$ cat src/rtl/lsu_sq_if.sv
// Store-queue bus: allocation from decode/AGU, ROB retire, D$ write port.
// master drives requests/acks; slave (the store queue) drives status and D$ writes.
interface lsu_sq_if #(
  parameter int DATA_WIDTH = 32,
  parameter int ADDR_WIDTH = 32,
  parameter int TAG_WIDTH  = 6
);
  logic                  i_flush;
  logic                  i_alloc_sq_en;
  logic [TAG_WIDTH-1:0]  i_alloc_tag;
  logic [DATA_WIDTH-1:0] i_alloc_data;
  logic [ADDR_WIDTH-1:0] i_alloc_addr;
  logic [3:0]            i_alloc_width;
  logic                  o_full;
  logic                  o_empty;
  logic                  i_rob_retire_en;
  logic [TAG_WIDTH-1:0]  i_rob_retire_tag;
  logic                  o_dc_wr_en;
  logic [ADDR_WIDTH-1:0] o_dc_addr;
  logic [DATA_WIDTH-1:0] o_dc_data;
  logic [3:0]            o_dc_byte_en;
  logic                  i_dc_wr_ack;

  modport master (
    output i_flush, i_alloc_sq_en, i_alloc_tag,
    output i_alloc_data, i_alloc_addr, i_alloc_width,
    output i_rob_retire_en, i_rob_retire_tag,
    output i_dc_wr_ack,
    input  o_full, o_empty, o_dc_wr_en,
    input  o_dc_addr, o_dc_data, o_dc_byte_en
  );

  modport slave (
    input  i_flush, i_alloc_sq_en, i_alloc_tag,
    input  i_alloc_data, i_alloc_addr, i_alloc_width,
    input  i_rob_retire_en, i_rob_retire_tag,
    input  i_dc_wr_ack,
    output o_full, o_empty, o_dc_wr_en,
    output o_dc_addr, o_dc_data, o_dc_byte_en
  );
endinterface

$ cat src/rtl/lsu_sq.sv
// Store queue: holds issued stores in order, retires by ROB tag, drains to D$.
// Ports: clk, n_rst (sync, active-high), sq (lsu_sq_if.slave).
module lsu_sq #(
  parameter int DATA_WIDTH = 32,
  parameter int ADDR_WIDTH = 32,
  parameter int TAG_WIDTH  = 6,
  parameter int SQ_DEPTH   = 8
) (
  input  logic   clk,
  input  logic   n_rst,
  lsu_sq_if.slave sq
);
  localparam int IW = $clog2(SQ_DEPTH);
  localparam logic [IW:0] ONE = (IW+1)'(1);

  typedef enum logic {S_IDLE, S_REQ} state_t;

  state_t                state;
  logic [IW:0]           head;
  logic [IW:0]           tail;
  logic [IW-1:0]         hidx;
  logic [IW-1:0]         tidx;
  logic [SQ_DEPTH-1:0]   valid;
  logic [SQ_DEPTH-1:0]   retired;
  logic [SQ_DEPTH-1:0]   hit;
  logic [TAG_WIDTH-1:0]  tag_q   [SQ_DEPTH];
  logic [ADDR_WIDTH-1:0] addr_q  [SQ_DEPTH];
  logic [DATA_WIDTH-1:0] data_q  [SQ_DEPTH];
  logic [3:0]            width_q [SQ_DEPTH];
  logic [IW:0]           keep_cnt;
  logic                  full;
  logic                  empty;
  logic [1:0]            sft;
  logic [DATA_WIDTH-1:0] lane_data;
  logic [3:0]            lane_be;
  logic                  wr_en;
  logic [ADDR_WIDTH-1:0] dc_addr;
  logic [DATA_WIDTH-1:0] dc_data;
  logic [3:0]            dc_be;

  assign hidx  = head[IW-1:0];
  assign tidx  = tail[IW-1:0];
  assign full  = (hidx == tidx) && (head[IW] != tail[IW]);
  assign empty = (head == tail);

  assign sq.o_full       = full;
  assign sq.o_empty      = empty;
  assign sq.o_dc_wr_en   = wr_en;
  assign sq.o_dc_addr    = dc_addr;
  assign sq.o_dc_data    = dc_data;
  assign sq.o_dc_byte_en = dc_be;

  // hit: entry retiring this cycle; keep_cnt: entries surviving a flush
  always_comb begin
    hit      = '0;
    keep_cnt = '0;
    for (int i = 0; i < SQ_DEPTH; i++) begin
      hit[i] = sq.i_rob_retire_en && valid[i] && !retired[i] &&
               (tag_q[i] == sq.i_rob_retire_tag);
      if (valid[i] && (retired[i] || hit[i]))
        keep_cnt = keep_cnt + ONE;
    end
  end

  always_comb begin
    sft       = addr_q[hidx][1:0];
    lane_data = data_q[hidx];
    lane_be   = 4'b1111;
    unique case (1'b1)
      width_q[hidx] == 4'd1: begin
        lane_be   = 4'b0001 << sft;
        lane_data = data_q[hidx] << {sft, 3'b000};
      end
      width_q[hidx] == 4'd2: begin
        lane_be   = 4'b0011 << sft;
        lane_data = data_q[hidx] << {sft, 3'b000};
      end
      default: ;
    endcase
  end

  always_ff @(posedge clk) begin
    if (n_rst) begin
      state   <= S_IDLE;
      head    <= '0;
      tail    <= '0;
      valid   <= '0;
      retired <= '0;
      wr_en   <= 1'b0;
      dc_addr <= '0;
      dc_data <= '0;
      dc_be   <= '0;
    end else begin
      retired <= retired | hit;

      // Flush first so a same-cycle ack below can still clear its entry
      if (sq.i_flush) begin
        valid <= valid & (retired | hit);
        tail  <= head + keep_cnt;
      end else if (sq.i_alloc_sq_en && !full) begin
        valid[tidx]   <= 1'b1;
        retired[tidx] <= 1'b0;
        tag_q[tidx]   <= sq.i_alloc_tag;
        addr_q[tidx]  <= sq.i_alloc_addr;
        data_q[tidx]  <= sq.i_alloc_data;
        width_q[tidx] <= sq.i_alloc_width;
        tail          <= tail + ONE;
      end

      unique case (state)
        S_IDLE: begin
          if (valid[hidx] && retired[hidx]) begin
            state   <= S_REQ;
            wr_en   <= 1'b1;
            dc_addr <= {addr_q[hidx][ADDR_WIDTH-1:2], 2'b00};
            dc_data <= lane_data;
            dc_be   <= lane_be;
          end
        end
        S_REQ: begin
          if (sq.i_dc_wr_ack) begin
            valid[hidx]   <= 1'b0;
            retired[hidx] <= 1'b0;
            head          <= head + ONE;
            state         <= S_IDLE;
            wr_en         <= 1'b0;
          end
        end
        default: state <= S_IDLE;
      endcase
    end
  end
endmodule

$ cat src/flat_wrapper.sv
// flat-port wrapper written by rule: the top's interface ports become plain ports
module lsu_sq_flat 
#(
  parameter int DATA_WIDTH = 32,
  parameter int ADDR_WIDTH = 32,
  parameter int TAG_WIDTH  = 6,
  parameter int SQ_DEPTH   = 8
)
  (clk, n_rst, sq_i_flush, sq_i_alloc_sq_en, sq_i_alloc_tag, sq_i_alloc_data, sq_i_alloc_addr, sq_i_alloc_width, sq_i_rob_retire_en, sq_i_rob_retire_tag, sq_i_dc_wr_ack, sq_o_full, sq_o_empty, sq_o_dc_wr_en, sq_o_dc_addr, sq_o_dc_data, sq_o_dc_byte_en);
  lsu_sq_if #(.DATA_WIDTH(DATA_WIDTH), .ADDR_WIDTH(ADDR_WIDTH), .TAG_WIDTH(TAG_WIDTH)) sq_i ();
  input  logic clk;
  input  logic n_rst;
  input wire logic [$bits(sq_i.i_flush)-1:0] sq_i_flush;
  input wire logic [$bits(sq_i.i_alloc_sq_en)-1:0] sq_i_alloc_sq_en;
  input wire logic [$bits(sq_i.i_alloc_tag)-1:0] sq_i_alloc_tag;
  input wire logic [$bits(sq_i.i_alloc_data)-1:0] sq_i_alloc_data;
  input wire logic [$bits(sq_i.i_alloc_addr)-1:0] sq_i_alloc_addr;
  input wire logic [$bits(sq_i.i_alloc_width)-1:0] sq_i_alloc_width;
  input wire logic [$bits(sq_i.i_rob_retire_en)-1:0] sq_i_rob_retire_en;
  input wire logic [$bits(sq_i.i_rob_retire_tag)-1:0] sq_i_rob_retire_tag;
  input wire logic [$bits(sq_i.i_dc_wr_ack)-1:0] sq_i_dc_wr_ack;
  output wire logic [$bits(sq_i.o_full)-1:0] sq_o_full;
  output wire logic [$bits(sq_i.o_empty)-1:0] sq_o_empty;
  output wire logic [$bits(sq_i.o_dc_wr_en)-1:0] sq_o_dc_wr_en;
  output wire logic [$bits(sq_i.o_dc_addr)-1:0] sq_o_dc_addr;
  output wire logic [$bits(sq_i.o_dc_data)-1:0] sq_o_dc_data;
  output wire logic [$bits(sq_i.o_dc_byte_en)-1:0] sq_o_dc_byte_en;
  assign sq_i.i_flush = sq_i_flush;
  assign sq_i.i_alloc_sq_en = sq_i_alloc_sq_en;
  assign sq_i.i_alloc_tag = sq_i_alloc_tag;
  assign sq_i.i_alloc_data = sq_i_alloc_data;
  assign sq_i.i_alloc_addr = sq_i_alloc_addr;
  assign sq_i.i_alloc_width = sq_i_alloc_width;
  assign sq_i.i_rob_retire_en = sq_i_rob_retire_en;
  assign sq_i.i_rob_retire_tag = sq_i_rob_retire_tag;
  assign sq_i.i_dc_wr_ack = sq_i_dc_wr_ack;
  assign sq_o_full = sq_i.o_full;
  assign sq_o_empty = sq_i.o_empty;
  assign sq_o_dc_wr_en = sq_i.o_dc_wr_en;
  assign sq_o_dc_addr = sq_i.o_dc_addr;
  assign sq_o_dc_data = sq_i.o_dc_data;
  assign sq_o_dc_byte_en = sq_i.o_dc_byte_en;
  lsu_sq #(.DATA_WIDTH(DATA_WIDTH), .ADDR_WIDTH(ADDR_WIDTH), .TAG_WIDTH(TAG_WIDTH), .SQ_DEPTH(SQ_DEPTH)) u_core (.clk(clk), .n_rst(n_rst), .sq(sq_i));
endmodule
$ cat config.mk
export PLATFORM = sky130hd
export DESIGN_NAME = lsu_sq_flat
export DESIGN_NICKNAME = d
export VERILOG_FILES = /design/src/rtl/lsu_sq_if.sv /design/src/rtl/lsu_sq.sv /design/src/flat_wrapper.sv
export SDC_FILE = /design/constraint.sdc
export NUM_CORES = 1
export LEC_CHECK = 0
export CAP_MARGIN = 20
export CORE_MARGIN = 2
export CORE_UTILIZATION = 30
export DETAILED_ROUTE_END_ITERATION = 6
export GPL_TIMING_DRIVEN = 0
export HOLD_SLACK_MARGIN = 0.15
export SYNTH_ARGS = -nofsm -noshare
export SYNTH_HDL_FRONTEND = slang
export SYNTH_SLANG_ARGS = --single-unit
export TNS_END_PERCENT = 5
$ cat constraint.sdc
create_clock -name clk -period 10.05 [get_ports clk]
set_input_delay 2.5125 -clock clk [delete_from_list [all_inputs] [get_ports clk]]
set_output_delay 2.5125 -clock clk [all_outputs]
set_load 0.05 [all_outputs]
Word-level counts from Yosys, hierarchy flattened
Memory sizes are Yosys's and may differ from the RTL's. A register that Yosys moved wholly into a read port is not among the register bits. Index checks and enable logic that the tools add are counted.

Bits in registers: 92. Bits in writable memories: 592. Bits of input ports: 86. Memories: 4.

Add/subtract/negate cells: 10. Magnitude comparators: 4. Equal/unequal tests: 15. Shift operators: 3. Muxes and demuxes: 46. Bitwise gates (word level): 9. Reductions and logical operators: 59.

Memory list: u_core.addr_q (words 8, bits a word 32, read ports 1, clocked after Yosys merged registers in 1, write ports 1, line lsu_sq.sv:27) `logic [ADDR_WIDTH-1:0] addr_q [SQ_DEPTH];`; u_core.data_q (words 8, bits a word 32, read ports 1, clocked after Yosys merged registers in 1, write ports 1, line lsu_sq.sv:28) `logic [DATA_WIDTH-1:0] data_q [SQ_DEPTH];`; u_core.tag_q (words 8, bits a word 6, read ports 8, clocked after Yosys merged registers in 0, write ports 1, line lsu_sq.sv:26) `logic [TAG_WIDTH-1:0] tag_q [SQ_DEPTH];`; u_core.width_q (words 8, bits a word 4, read ports 1, clocked after Yosys merged registers in 1, write ports 1, line lsu_sq.sv:29) `logic [3:0] width_q [SQ_DEPTH];`.

Operators by type and width (number): $mux 8 (10); $eq 6x6->1 (8); $logic_and 1x1->1 (37); $mux 4 (9); $add 4x1->4 const B (8); $and 8x8->8 (4); $mux 32 (1); $shl 32x5->32 (1); $mux 3 (6); $not 8->8 (2); $or 8x8->8 (2); $mux 1 (13); $logic_not 1->1 (9); $logic_or 1x1->1 (8); $lt 3x4->1 const B (2); $pmux 4 s2 (1); $bmux 1 s3 (2); $demux 1 s3 (2); $ge 3x1->1 const B (2); $reduce_and 2->1 (3); $add 4x4->4 (1); $eq 4x1->1 const B (1); $eq 4x2->1 const B (1); $eq 4x4->1 (1); 11 further kinds (12).

Longest topological paths before layout
Gate-level depths: netlist of run 1.

Word-level depth: 22. Mapped depth: 32. Depth with buffers taken out: 31.

Worst setup path before layout of run 1
OpenSTA, ideal clock, no wires.

Kind: input to register. Start point: input port n_rst. End point: memory u_core.addr_q[2][0], enable pin. Library setup time: 0.688 ns. Data arrival time: 9.902 ns. Data required time: 9.362 ns. Slack: -0.540 ns. Cell stages on the path: 3. Path buffers: 2. Cell sequence: clkbuf_8 > clkbuf_1 > nor4_1.

Word-level cells in the longest chain between the ends: 2.

RTL lines: from (decl) (line flat_wrapper.sv:12) `input logic n_rst;`; $mux 1 (line lsu_sq.sv:83) `if (n_rst) begin`; $mux 1 (implied by the code) (line lsu_sq.sv:104) `addr_q[tidx] <= sq.i_alloc_addr;`; to (decl) (line lsu_sq.sv:27).

No other way between the ends.

Final worst setup path of run 1
Start point: input port sq_i_rob_retire_tag[3]. End point: register u_core.tail[3].

Word-level cells in the longest chain between the ends: 21. Elaborated cells between the ends (all ways): 49. Classes of those cells: add/sub (8); eq/ne (8); mux (9); reduce/logical (24).

RTL lines: from (decl) (line flat_wrapper.sv:20) `input wire logic [$bits(sq_i.i_rob_retire_tag)-1:0] sq_i_rob_retire_tag;`; $eq 6x6->1 (line lsu_sq.sv:59) `(tag_q[i] == sq.i_rob_retire_tag);`; $logic_and 1x1->1 (line lsu_sq.sv:58) `hit[i] = sq.i_rob_retire_en && valid[i] && !retired[i] &&`; $logic_or 1x1->1 (line lsu_sq.sv:60) `if (valid[i] && (retired[i] || hit[i]))`; $logic_and 1x1->1 (line lsu_sq.sv:60); $mux 1 (line lsu_sq.sv:60); $add 1x1->2 (line lsu_sq.sv:61) `keep_cnt = keep_cnt + ONE;`; $mux 4 (line lsu_sq.sv:60); $add 4x1->4 (line lsu_sq.sv:61); (+5 left out); $add 4x1->4 (line lsu_sq.sv:61); $mux 4 (line lsu_sq.sv:60); $add 4x1->4 (line lsu_sq.sv:61); $mux 4 (line lsu_sq.sv:60); $add 4x1->4 (line lsu_sq.sv:61); $mux 4 * (line lsu_sq.sv:60); $add 4x4->4 * (line lsu_sq.sv:99) `tail <= head + keep_cnt;`; $mux 4 * (line lsu_sq.sv:97) `if (sq.i_flush) begin`; to (signal assigned) (line lsu_sq.sv:99); to (signal assigned) (line lsu_sq.sv:107) `tail <= tail + ONE;`; to (decl) (line lsu_sq.sv:20) `logic [IW:0] tail;`.

Mark *: on every way between the ends. The rest lies on a longest branch, timed or not. A chain may end at the register's enable or synchronous reset.

==> impl_metrics.py, run 1 <==
metrics = {
    "logic_synthesis": {
        "ys_ff_latch": 687,
        "ys_seq_area_share_pct": 71.70,
        "syn_area_um2": 27450,
        "async_flop_share_pct": 0,
        "netlist_instances": 1543,
        "synth_edf_count": 592,
        "syn-mean-instance-area_um2": 17.79,
        "synth_cell_type_count": 76,
        "yosysWarnings": 0,
        "synth_ff_type": "edfxtp_1",
    },
    "worst_setup_path": {
        "slowest_stage": "xnor3_4",
        "crit_start": "sq_i_rob_retire_tag[3]",
        "crit_arrival_ns": 9.32,
        "cp_num_cells": 30,
        "reg2reg_to": "u_core.tail[3]",
        "rrSetupSlack_ns": 3.01,
        "worstSetupEndpoint": "u_core.tail[3]",
        "cp.required_ns": 10.57,
        "cp_max_fo": 9,
        "cp_top_family": "XOR/XNOR gates",
        "cp_common_cell": "ha_1",
        "critical_path_class": "input port to register",
        "cp-start-kind": "input port",
        "end_kind": "register",
        "cp.buffers_inverters": 5,
        "r2r_start": "u_core.tag_q[1][2]",
        "rr_worst_depth": 30,
        "slowest_delay_ns": 0.46,
    },
    "detailed_routing": {
        "ant_nets": 0,
        "drtIter0Drc": 1189,
        "drc_errors": 0,
        "wirelength_um": 70350,
        "viasPerCell": 4.910,
        "avgRoutedWirePerCell_um": 23.15,
        "vias": 14920,
        "drtPass1Iterations": 5,
    },
    "sta": {
        "min_period_ns": 8.800,
        "fin_skew_ns": 0.02829,
        "setup_tns_ns": 0,
        "holdWs_ns": 0.4816,
        "slew_viol_final": 0,
        "timing.final.crit_share_pct": 87.56,
        "fmax_ghz": 0.1136,
        "max-slew-margin-rel_pct": 29.26,
        "rsz0062_at_grt": "false",
        "setup_viol": 0,
        "worst_slew_pin_slew_ns": 1.061,
        "finalHoldViolCount": 0,
    },
    "status": {
        "status": "completed",
    },
    "die": {
        "die_w_um": 306.5,
        "die_area_um2": 93920,
        "coreArea_um2": 90290,
        "fp.dieH_um": 306.5,
        "rows": 110,
        "io_pins": 157,
        "start_util_pct": 30.40,
    },
    "clock_tree": {
        "cts_root_buf": "clkbuf_16",
        "clk_path_buf_depth": 3,
        "cts_resized": 0,
        "worstSkewPairLatency_ns": 0.62,
        "htree_levels": 3,
        "postCtsSetupBuffers": 0,
        "cts_inserted_buffers": 68,
        "cts_tree": "done",
        "holdBufCountCts": 0,
        "cts.sinks": 687,
        "clk_pin_slew_ns": 0.06,
    },
    "pwr": {
        "p_leak_nw": 10.22,
        "total_power_mw": 5.769,
        "pwr_density_cell_nw_per_um2": 173.1,
        "ir_drop_v": 0.0001057,
    },
    "cells_and_area": {
        "fill_cells": 8292,
        "multi_input_area_um2": 7311,
        "nets": 1905,
        "regArea_um2": 19680,
        "instances_no_fill": 3039,
        "drive_above_1_share_pct": 18.87,
        "syn_to_final_growth_pct": 21.44,
    },
    "flow_run": {
        "drv_cap": 0,
    },
    "placement": {
        "dp_cells": 2910,
        "place_congestion": 0.8110,
        "hpwl_um": 49790,
        "portBuffers": 146,
    },
    "global_route": {
        "grt_overflow_total": 0,
        "antenna_found_initial": 11,
        "grt_pass1_wl_um": 103300,
        "track_usage_pct": 14.96,
        "grt_pass1_vias": 15430,
        "grt_max_degree": 24,
    },
    "worst_hold_path": {
        "hold_class": "register to register",
    },
}
-- kinds of logic after synthesis --
family | share of synthesized area (%)
flops | 71.70
buf+inv | 1.919
mux | 14.03
other cells | 0.01366
simple gates | 4.700
xor+xnor | 2.808
fa+ha+maj | 0.6656
compound gates | 4.158
-- worst register-to-register path: cells and delay by family, from the launching register on --
family	cells	cell delay, ns
AOI/OAI and AO/OA	6	1.27
xor gates and xnor gates	9	2.15
adders and majority gates	5	1.50
buffers and inverters	4	0.52
DFF	1	0.37
muxes	1	0.29
and+or+nand+nor	5	0.88
-- layout make-up --
class	instances	area share [%]
flip-flops and latches	687	59.05
multi-input cells	752	21.94
repair buffers	191	6.401
clock buffers	96	5.729
well taps	1176	4.415
plain buffers	89	1.397
clock inverters	29	0.8710
inverters	16	0.1840
diodes	3	0.02253
-- sequential cells by signal (all words and copies together) (netlist names), named ones only --
register,cells
u_core.state,1
u_core.width_q,32
u_core.sq.o_dc_wr_en,1
u_core.sq.o_dc_addr,30
u_core.addr_q,256
u_core.tail,4
u_core.sq.o_dc_byte_en,4
u_core.tag_q,48
u_core.head,4
u_core.retired,8
u_core.valid,8
u_core.sq.o_dc_data,32
u_core.data_q,256
-- metal layers --
layer  share of wire (%)  vias up  track usage (%)
met3                 6.7      107            3.670
met1                  43     7717            19.78
li1                    -     6615                -
met5                0.17        -                0
met4                 2.2       20            4.321
met2                  48      463            24.43
-- stage by stage --
| step | setup slack [ns] | util [%] | instance area [um^2] |
|---|---|---|---|
| after detailed placement | 0.6052 | 34.45 | 31110 |
| after global placement | -5.317 | 33.66 | 30390 |
| after floorplan | 1.402 | - | 27460 |
| final | 1.250 | 36.91 | 33330 |
| after CTS | 1.232 | 36.89 | 33310 |
| after global routing | 0.8437 | 36.91 | 33320 |
-- layout by cell type (no fill, tap or decap), types with 5 or more instances in the layout --
cell type,count
clkinv_2,8
mux4_2,136
o22ai_1,14
mux2i_1,63
clkbuf_8,10
o21ai_0,12
buf_2,16
dfxtp_1,95
a221oi_1,8
or3_1,8
buf_6,27
clkbuf_1,71
mux2_2,14
xnor2_1,48
nand2_1,47
inv_1,14
clkinv_1,10
buf_1,9
bufinv_16,5
nor4_1,6
nand3_1,8
nor3_1,42
a21oi_1,53
buf_8,6
buf_12,13
a211oi_1,49
xor2_1,23
nand2b_1,8
ha_1,13
edfxtp_1,592
clkbuf_16,70
clkdlybuf4s50_1,146
nor2_1,131
-- power by group --
| group | switching (mW) | total [mW] | internal (mW) |
|---|---|---|---|
| registers | 0.00443 | 3.11 | 3.11 |
| logic | 0.0941 | 0.156 | 0.0620 |
| clock network | 1.04 | 2.50 | 1.46 |
| total | 1.14 | 5.77 | 4.63 |
-- worst min path at each step --
stage,end,depth (start not counted),startpoint
floorplan,u_core.valid[1],2,u_core.valid[1]
global placement,u_core.sq.o_dc_wr_en,2,u_core.sq.o_dc_wr_en
detailed placement,u_core.sq.o_dc_wr_en,2,u_core.sq.o_dc_wr_en
CTS,u_core.sq.o_dc_wr_en,2,u_core.sq.o_dc_wr_en
global route,u_core.sq.o_dc_wr_en,2,u_core.sq.o_dc_wr_en
finish,u_core.sq.o_dc_wr_en,2,u_core.sq.o_dc_wr_en
-- synthesized netlist by cell type, types with 4 or more instances --
library cell	n	area (um^2)
a211oi_1	49	367.9
a21oi_1	53	265.3
a221oi_1	8	70.07
a41oi_1	4	35.03
buf_1	9	33.78
buf_2	16	80.08
buf_6	4	45.04
clkbuf_1	51	191.4
clkbuf_8	4	55.05
dfxtp_1	95	1902
edfxtp_1	592	17780
ha_1	13	162.7
inv_1	14	52.55
mux2_2	14	157.7
mux2i_1	63	630.6
mux4_2	136	3063
nand2_1	47	176.4
nand2b_1	8	50.05
nand3_1	8	40.04
nand4_1	4	25.02
nor2_1	134	503.0
nor2b_1	4	25.02
nor3_1	45	225.2
nor4_1	7	43.79
o21ai_0	12	60.06
o22ai_1	14	87.58
or3_1	8	50.05
xnor2_1	48	420.4
xor2_1	23	201.4
No activity file was read; power rests on OpenSTA's default activity.
==> inputs of run 2 (changes only) <==
--- a/config.mk
+++ b/config.mk
@@ -11,6 +11,7 @@
 export DETAILED_ROUTE_END_ITERATION = 6
 export GPL_TIMING_DRIVEN = 0
 export HOLD_SLACK_MARGIN = 0.15
+export SLEW_MARGIN = 20
 export SYNTH_ARGS = -nofsm -noshare
 export SYNTH_HDL_FRONTEND = slang
 export SYNTH_SLANG_ARGS = --single-unit
==> run 2 against run 1 <==
  * Clock power is essentially flat
  * Cell count grew 0.30%
  * Die area is the same
  * Register-to-register slack gained 0.04 ns
  * Clock skew shrank 0.0026 ns
  * Sequential share of layout area shrank 0.28 points
==> impl_metrics.py, run 2 (same netlist as run 1, synthesis figures left out) <==
metrics = {
    "cells_and_area": {
        "layout_common_cells": "edfxtp_1, clkdlybuf4s50_1, mux4_2",
        "num_antenna_cells": 0,
        "top_regs": "u_core.addr_q (256), u_core.data_q (256), u_core.tag_q (48)",
        "syn_to_final_growth_pct": 22.01,
        "final_util_pct": 37.09,
        "nets": 1919,
        "design_area_um2": 33490,
        "drive_above_1_share_pct": 19.60,
        "layout_commonest_cell": "edfxtp_1",
    },
    "sta": {
        "timing.final.crit_share_pct": 87.12,
        "fin_skew_ns": 0.02568,
        "holdWs_ns": 0.4633,
        "rsz0062_at_grt": "false",
        "setup_ws_ns": 1.295,
        "slew_viol_final": 0,
        "fmax_ghz": 0.1142,
        "worst_slew_pin_slew_ns": 1.019,
        "max-slew-margin-rel_pct": 30.12,
        "finalHoldViolCount": 0,
        "setup_viol": 0,
        "min_period_ns": 8.755,
    },
    "placement": {
        "portBuffers": 146,
        "pre_cts_ws_ns": 0.5864,
        "hpwl_um": 50500,
        "dpl_cell_area_um2": 31300,
        "place_congestion": 0.8110,
    },
    "pwr": {
        "p_comb_share_pct": 2.8,
        "p_leak_nw": 10.33,
        "internal_power_mw": 4.620,
        "pwr-share-seq_pct": 54.0,
        "pwr_density_cell_nw_per_um2": 172.3,
        "sw_frac_of_total_pct": 19.92,
        "ir_drop_v": 0.00009647,
        "p_switching_mw": 1.149,
        "clockPowerShare_pct": 43.3,
    },
    "detailed_routing": {
        "avgRoutedWirePerCell_um": 23.18,
        "ant_nets": 0,
        "drc_errors": 0,
        "drtIter0Drc": 1191,
        "vias": 14950,
        "wirelength_um": 70660,
        "viasPerCell": 4.903,
        "drtPass1Iterations": 5,
    },
    "global_route": {
        "grt_pass1_wl_um": 103900,
        "grt_overflow_total": 0,
        "grt_max_degree": 20,
        "antenna_found_initial": 14,
        "track_usage_pct": 15.04,
        "grt_pass1_vias": 15530,
    },
    "worst_setup_path": {
        "critical_path_class": "input port to register",
        "cp.buffers_inverters": 5,
        "crit_start": "sq_i_rob_retire_tag[3]",
        "cp_top_family": "XOR/XNOR gates",
        "cp.required_ns": 10.57,
        "slowest_stage": "xnor3_4",
        "crit_arrival_ns": 9.28,
        "cp_max_fo": 9,
        "cp_common_cell": "ha_1",
        "end_kind": "register",
        "r2r_start": "u_core.tag_q[1][2]",
        "slowest_delay_ns": 0.46,
        "cp-start-kind": "input port",
    },
    "status": {
        "status": "completed",
    },
    "worst_hold_path": {
        "min_from": "u_core.sq.o_dc_wr_en",
        "hold_class": "register to register",
    },
    "clock_tree": {
        "htree_levels": 3,
        "cts_tree": "done",
        "cts_root_buf": "clkbuf_16",
        "holdBufCountCts": 0,
        "clk_path_buf_depth": 3,
        "cts_resized": 0,
        "cts.sinks": 687,
        "clk_pin_slew_ns": 0.06,
        "cts_inserted_buffers": 68,
        "worstSkewPairLatency_ns": 0.61,
        "postCtsSetupBuffers": 0,
    },
    "flow_run": {
        "drv_cap": 0,
    },
    "die": {
        "die_area_um2": 93920,
        "start_util_pct": 30.40,
        "die_w_um": 306.5,
        "rows": 110,
        "io_pins": 157,
        "coreArea_um2": 90290,
        "fp.dieH_um": 306.5,
    },
}
-- run 2: cell count changes in the layout (fill, tap and decap cells not counted), sizes merged --
cell / previous run / this run
buf: 77 / 91
clkbuf: 152 / 148
diode: 3 / 0
clkinvlp: 1 / 2
inv: 19 / 20
-- run 2: per-layer routing --
layer / vias up / wire length, um / track usage (%)
met5: - / 147 / 0
met4: 26 / 1509 / 4.492
met3: 106 / 5632 / 4.244
met2: 498 / 33790 / 24.58
met1: 7659 / 29580 / 19.44
li1: 6656 / - / -
-- run 2: metrics by stage --
stage / setup TNS [ns] / power, mW / std cells
floorplan: 0 / 3.241 / 1544
global placement: -1445.34 / 3.324 / 2866
detailed placement: 0 / 3.335 / 2925
CTS: 0 / 5.822 / 3048
global route: 0 / 5.935 / 3048
finish: 0 / 5.769 / 3048
-- run 2: power groups by stage --
| stage | clock, mW | combinational, mW | sequential (mW) |
|---|---|---|---|
| detailed placement | 0 | 0.160 | 3.17 |
| global placement | 0 | 0.145 | 3.18 |
| global route | 2.65 | 0.173 | 3.11 |
| floorplan | 0 | 0.0649 | 3.18 |
| finish | 2.50 | 0.159 | 3.11 |
| CTS | 2.55 | 0.161 | 3.11 |
-- run 2: worst paths after layout --
path,endpoint,slack (ns),cells after the start
worst max-delay path,u_core.tail[3],1.29,30
worst min-delay path,u_core.sq.o_dc_wr_en,0.46,2
worst max register to register,u_core.tail[3],3.05,30
worst min register to register,u_core.sq.o_dc_wr_en,0.46,2
-- run 2: cell type report --
class | count | area, um^2
Fill cell | 8338 | 56800
Sequential cell | 687 | 19680
Multi-Input combinational cell | 752 | 7311
Timing Repair Buffer | 205 | 2315
Clock buffer | 92 | 1874
Tap cell | 1176 | 1471
Buffer | 89 | 465.4
Clock inverter | 31 | 309.0
Inverter | 16 | 61.31
-- run 2: worst min-delay path, cell delays in order, from the launching register on --
cell	delay, ns
dfxtp_1	0.31
nand2_1	0.05
a21oi_1	0.05
==> inputs of run 3 (changes only) <==
--- a/config.mk
+++ b/config.mk
@@ -8,6 +8,7 @@
 export CAP_MARGIN = 20
 export CORE_MARGIN = 2
 export CORE_UTILIZATION = 30
+export CTS_CLUSTER_DIAMETER = 150
 export DETAILED_ROUTE_END_ITERATION = 6
 export GPL_TIMING_DRIVEN = 0
 export HOLD_SLACK_MARGIN = 0.15
==> constraint.sdc (replaced) <==
create_clock -name clk -period 7.15 [get_ports clk]
set_input_delay 1.7875 -clock clk [delete_from_list [all_inputs] [get_ports clk]]
set_output_delay 1.7875 -clock clk [all_outputs]
set_load 0.05 [all_outputs]
==> run 3 against run 2 <==
  * Power grew 41%
  * Clock-buffer cell count is the same
  * Worst setup slack lost 1.0 ns
  * Final area grew 0.71%
  * Combinational power grew 42%
  * Critical path depth shrank 4
  * Critical path type unchanged
  * Highest routed layer unchanged
==> impl_metrics.py, run 3 (same netlist as run 1, synthesis figures left out) <==
metrics = {
    "worst_setup_path": {
        "slowest_stage": "or4_4",
        "cp_common_cell": "ha_1",
        "cp_max_fo": 8,
        "cp.buffers_inverters": 3,
        "r2r_start": "u_core.tag_q[1][2]",
        "end_kind": "register",
        "crit_arrival_ns": 7.41,
        "cp-start-kind": "input port",
        "cp.required_ns": 7.68,
        "critical_path_class": "input port to register",
        "slowest_delay_ns": 0.57,
        "cp_top_family": "XOR/XNOR gates",
        "crit_start": "sq_i_rob_retire_tag[5]",
    },
    "global_route": {
        "top_usage_layer": "met2",
        "met1_usage_pct": 19.47,
        "gr-usage-met2_pct": 24.83,
        "track_usage_pct": 15.12,
        "grt_pass1_wl_um": 104500,
        "antenna_found_initial": 14,
        "grt_max_degree": 20,
        "grt_pass1_vias": 15640,
        "met3_usage_pct": 4.237,
        "grt_overflow_total": 0,
    },
    "placement": {
        "hpwl_um": 50500,
        "place_congestion": 0.8110,
        "portBuffers": 146,
    },
    "cells_and_area": {
        "layout_common_cells": "edfxtp_1, clkdlybuf4s50_1, mux4_2",
        "nets": 1932,
        "drive_above_1_share_pct": 21.06,
        "layout_commonest_cell": "edfxtp_1",
        "num_antenna_cells": 0,
        "syn_to_final_growth_pct": 22.88,
        "top_regs": "u_core.addr_q (256), u_core.data_q (256), u_core.tag_q (48)",
    },
    "sta": {
        "worst_slew_pin_slew_ns": 1.046,
        "fin_skew_ns": 0.02352,
        "holdWs_ns": 0.4636,
        "setup_tns_ns": 0,
        "finalHoldViolCount": 0,
        "rsz0062_at_grt": "false",
        "fmax_ghz": 0.1452,
        "setup_viol": 0,
        "slew_viol_final": 0,
        "timing.final.crit_share_pct": 96.31,
        "max-slew-margin-rel_pct": 28.30,
        "min_period_ns": 6.886,
    },
    "pwr": {
        "pwr_density_cell_nw_per_um2": 240.5,
        "p_leak_nw": 10.43,
        "ir_drop_v": 0.0001348,
    },
    "clock_tree": {
        "worstSkewPairLatency_ns": 0.61,
        "cts_root_buf": "clkbuf_16",
        "cts.sinks": 687,
        "clk_path_buf_depth": 3,
        "cts_inserted_buffers": 68,
        "clk_pin_slew_ns": 0.06,
        "cts_tree": "done",
        "htree_levels": 3,
    },
    "worst_hold_path": {
        "hold_class": "register to register",
        "min_from": "u_core.sq.o_dc_wr_en",
    },
    "detailed_routing": {
        "drc_errors": 0,
        "wirelength_um": 71070,
        "viasPerCell": 4.903,
        "vias": 15010,
        "ant_nets": 0,
        "drtPass1Iterations": 5,
        "avgRoutedWirePerCell_um": 23.22,
        "drtIter0Drc": 1138,
    },
    "die": {
        "rows": 110,
        "coreArea_um2": 90290,
        "die_area_um2": 93920,
        "io_pins": 157,
        "start_util_pct": 30.40,
        "fp.dieH_um": 306.5,
        "die_w_um": 306.5,
    },
    "status": {
        "status": "completed",
    },
    "flow_run": {
        "drv_cap": 0,
    },
}
run 3: layer usage:
metal	vias up	part of all wire [%]
met3	108	7.8
met2	474	48
met4	26	2.1
met1	7716	42
met5	-	0.21
li1	6685	-
run 3: worst paths after layout:
check                           cells after the start                    to  slack (ns)
worst max-delay path                               26        u_core.tail[3]        0.26
worst min-delay path                                2  u_core.sq.o_dc_wr_en        0.46
worst max register to register                     30        u_core.tail[3]        1.12
worst min register to register                      2  u_core.sq.o_dc_wr_en        0.46
run 3: final cells by class:
| class | instances | area, um^2 |
|---|---|---|
| Buffer | 89 | 485.5 |
| Tap cell | 1176 | 1471 |
| Fill cell | 8318 | 56560 |
| Inverter | 16 | 65.06 |
| Clock buffer | 92 | 1874 |
| Timing Repair Buffer | 218 | 2412 |
| Sequential cell | 687 | 19680 |
| Clock inverter | 31 | 309.0 |
| Multi-Input combinational cell | 752 | 7428 |
run 3: metrics by stage:
stage	util (%)	cell area [um^2]	total power [mW]	setup WS (ns)	cells
global route	37.35	33720	8.344	0.002170	3061
finish	37.35	33720	8.112	0.2640	3061
CTS	37.29	33670	8.185	0.04369	3059
detailed placement	34.67	31300	4.688	-1.589	2925
global placement	33.66	30390	4.672	-7.492	2866
floorplan	-	27460	4.556	-0.7733	1544
run 3: power breakdown:
group          total, mW  leakage (nW)  internal (mW)  switching, mW
Clock               3.51          1.06           2.03           1.48
Sequential          4.38          6.10           4.37        0.00633
Combinational      0.226          3.27         0.0924          0.134
Total               8.11          10.4           6.49           1.62
run 3: tightest hold or removal path, delay by kind of cell, from the launching register on:
kind / cells / cell delay, ns
DFF: 1 / 0.31
and+or+nand+nor: 1 / 0.05
AOI/OAI and AO/OA: 1 / 0.05
run 3: what timing repair did:
action | CTS | global route
resized for setup | 17 | 11
setup buffers | 11 | 2
pin swaps | 12 | 17
endpoints found under the setup margin | 3 | 1
hold buffers | 0 | 0
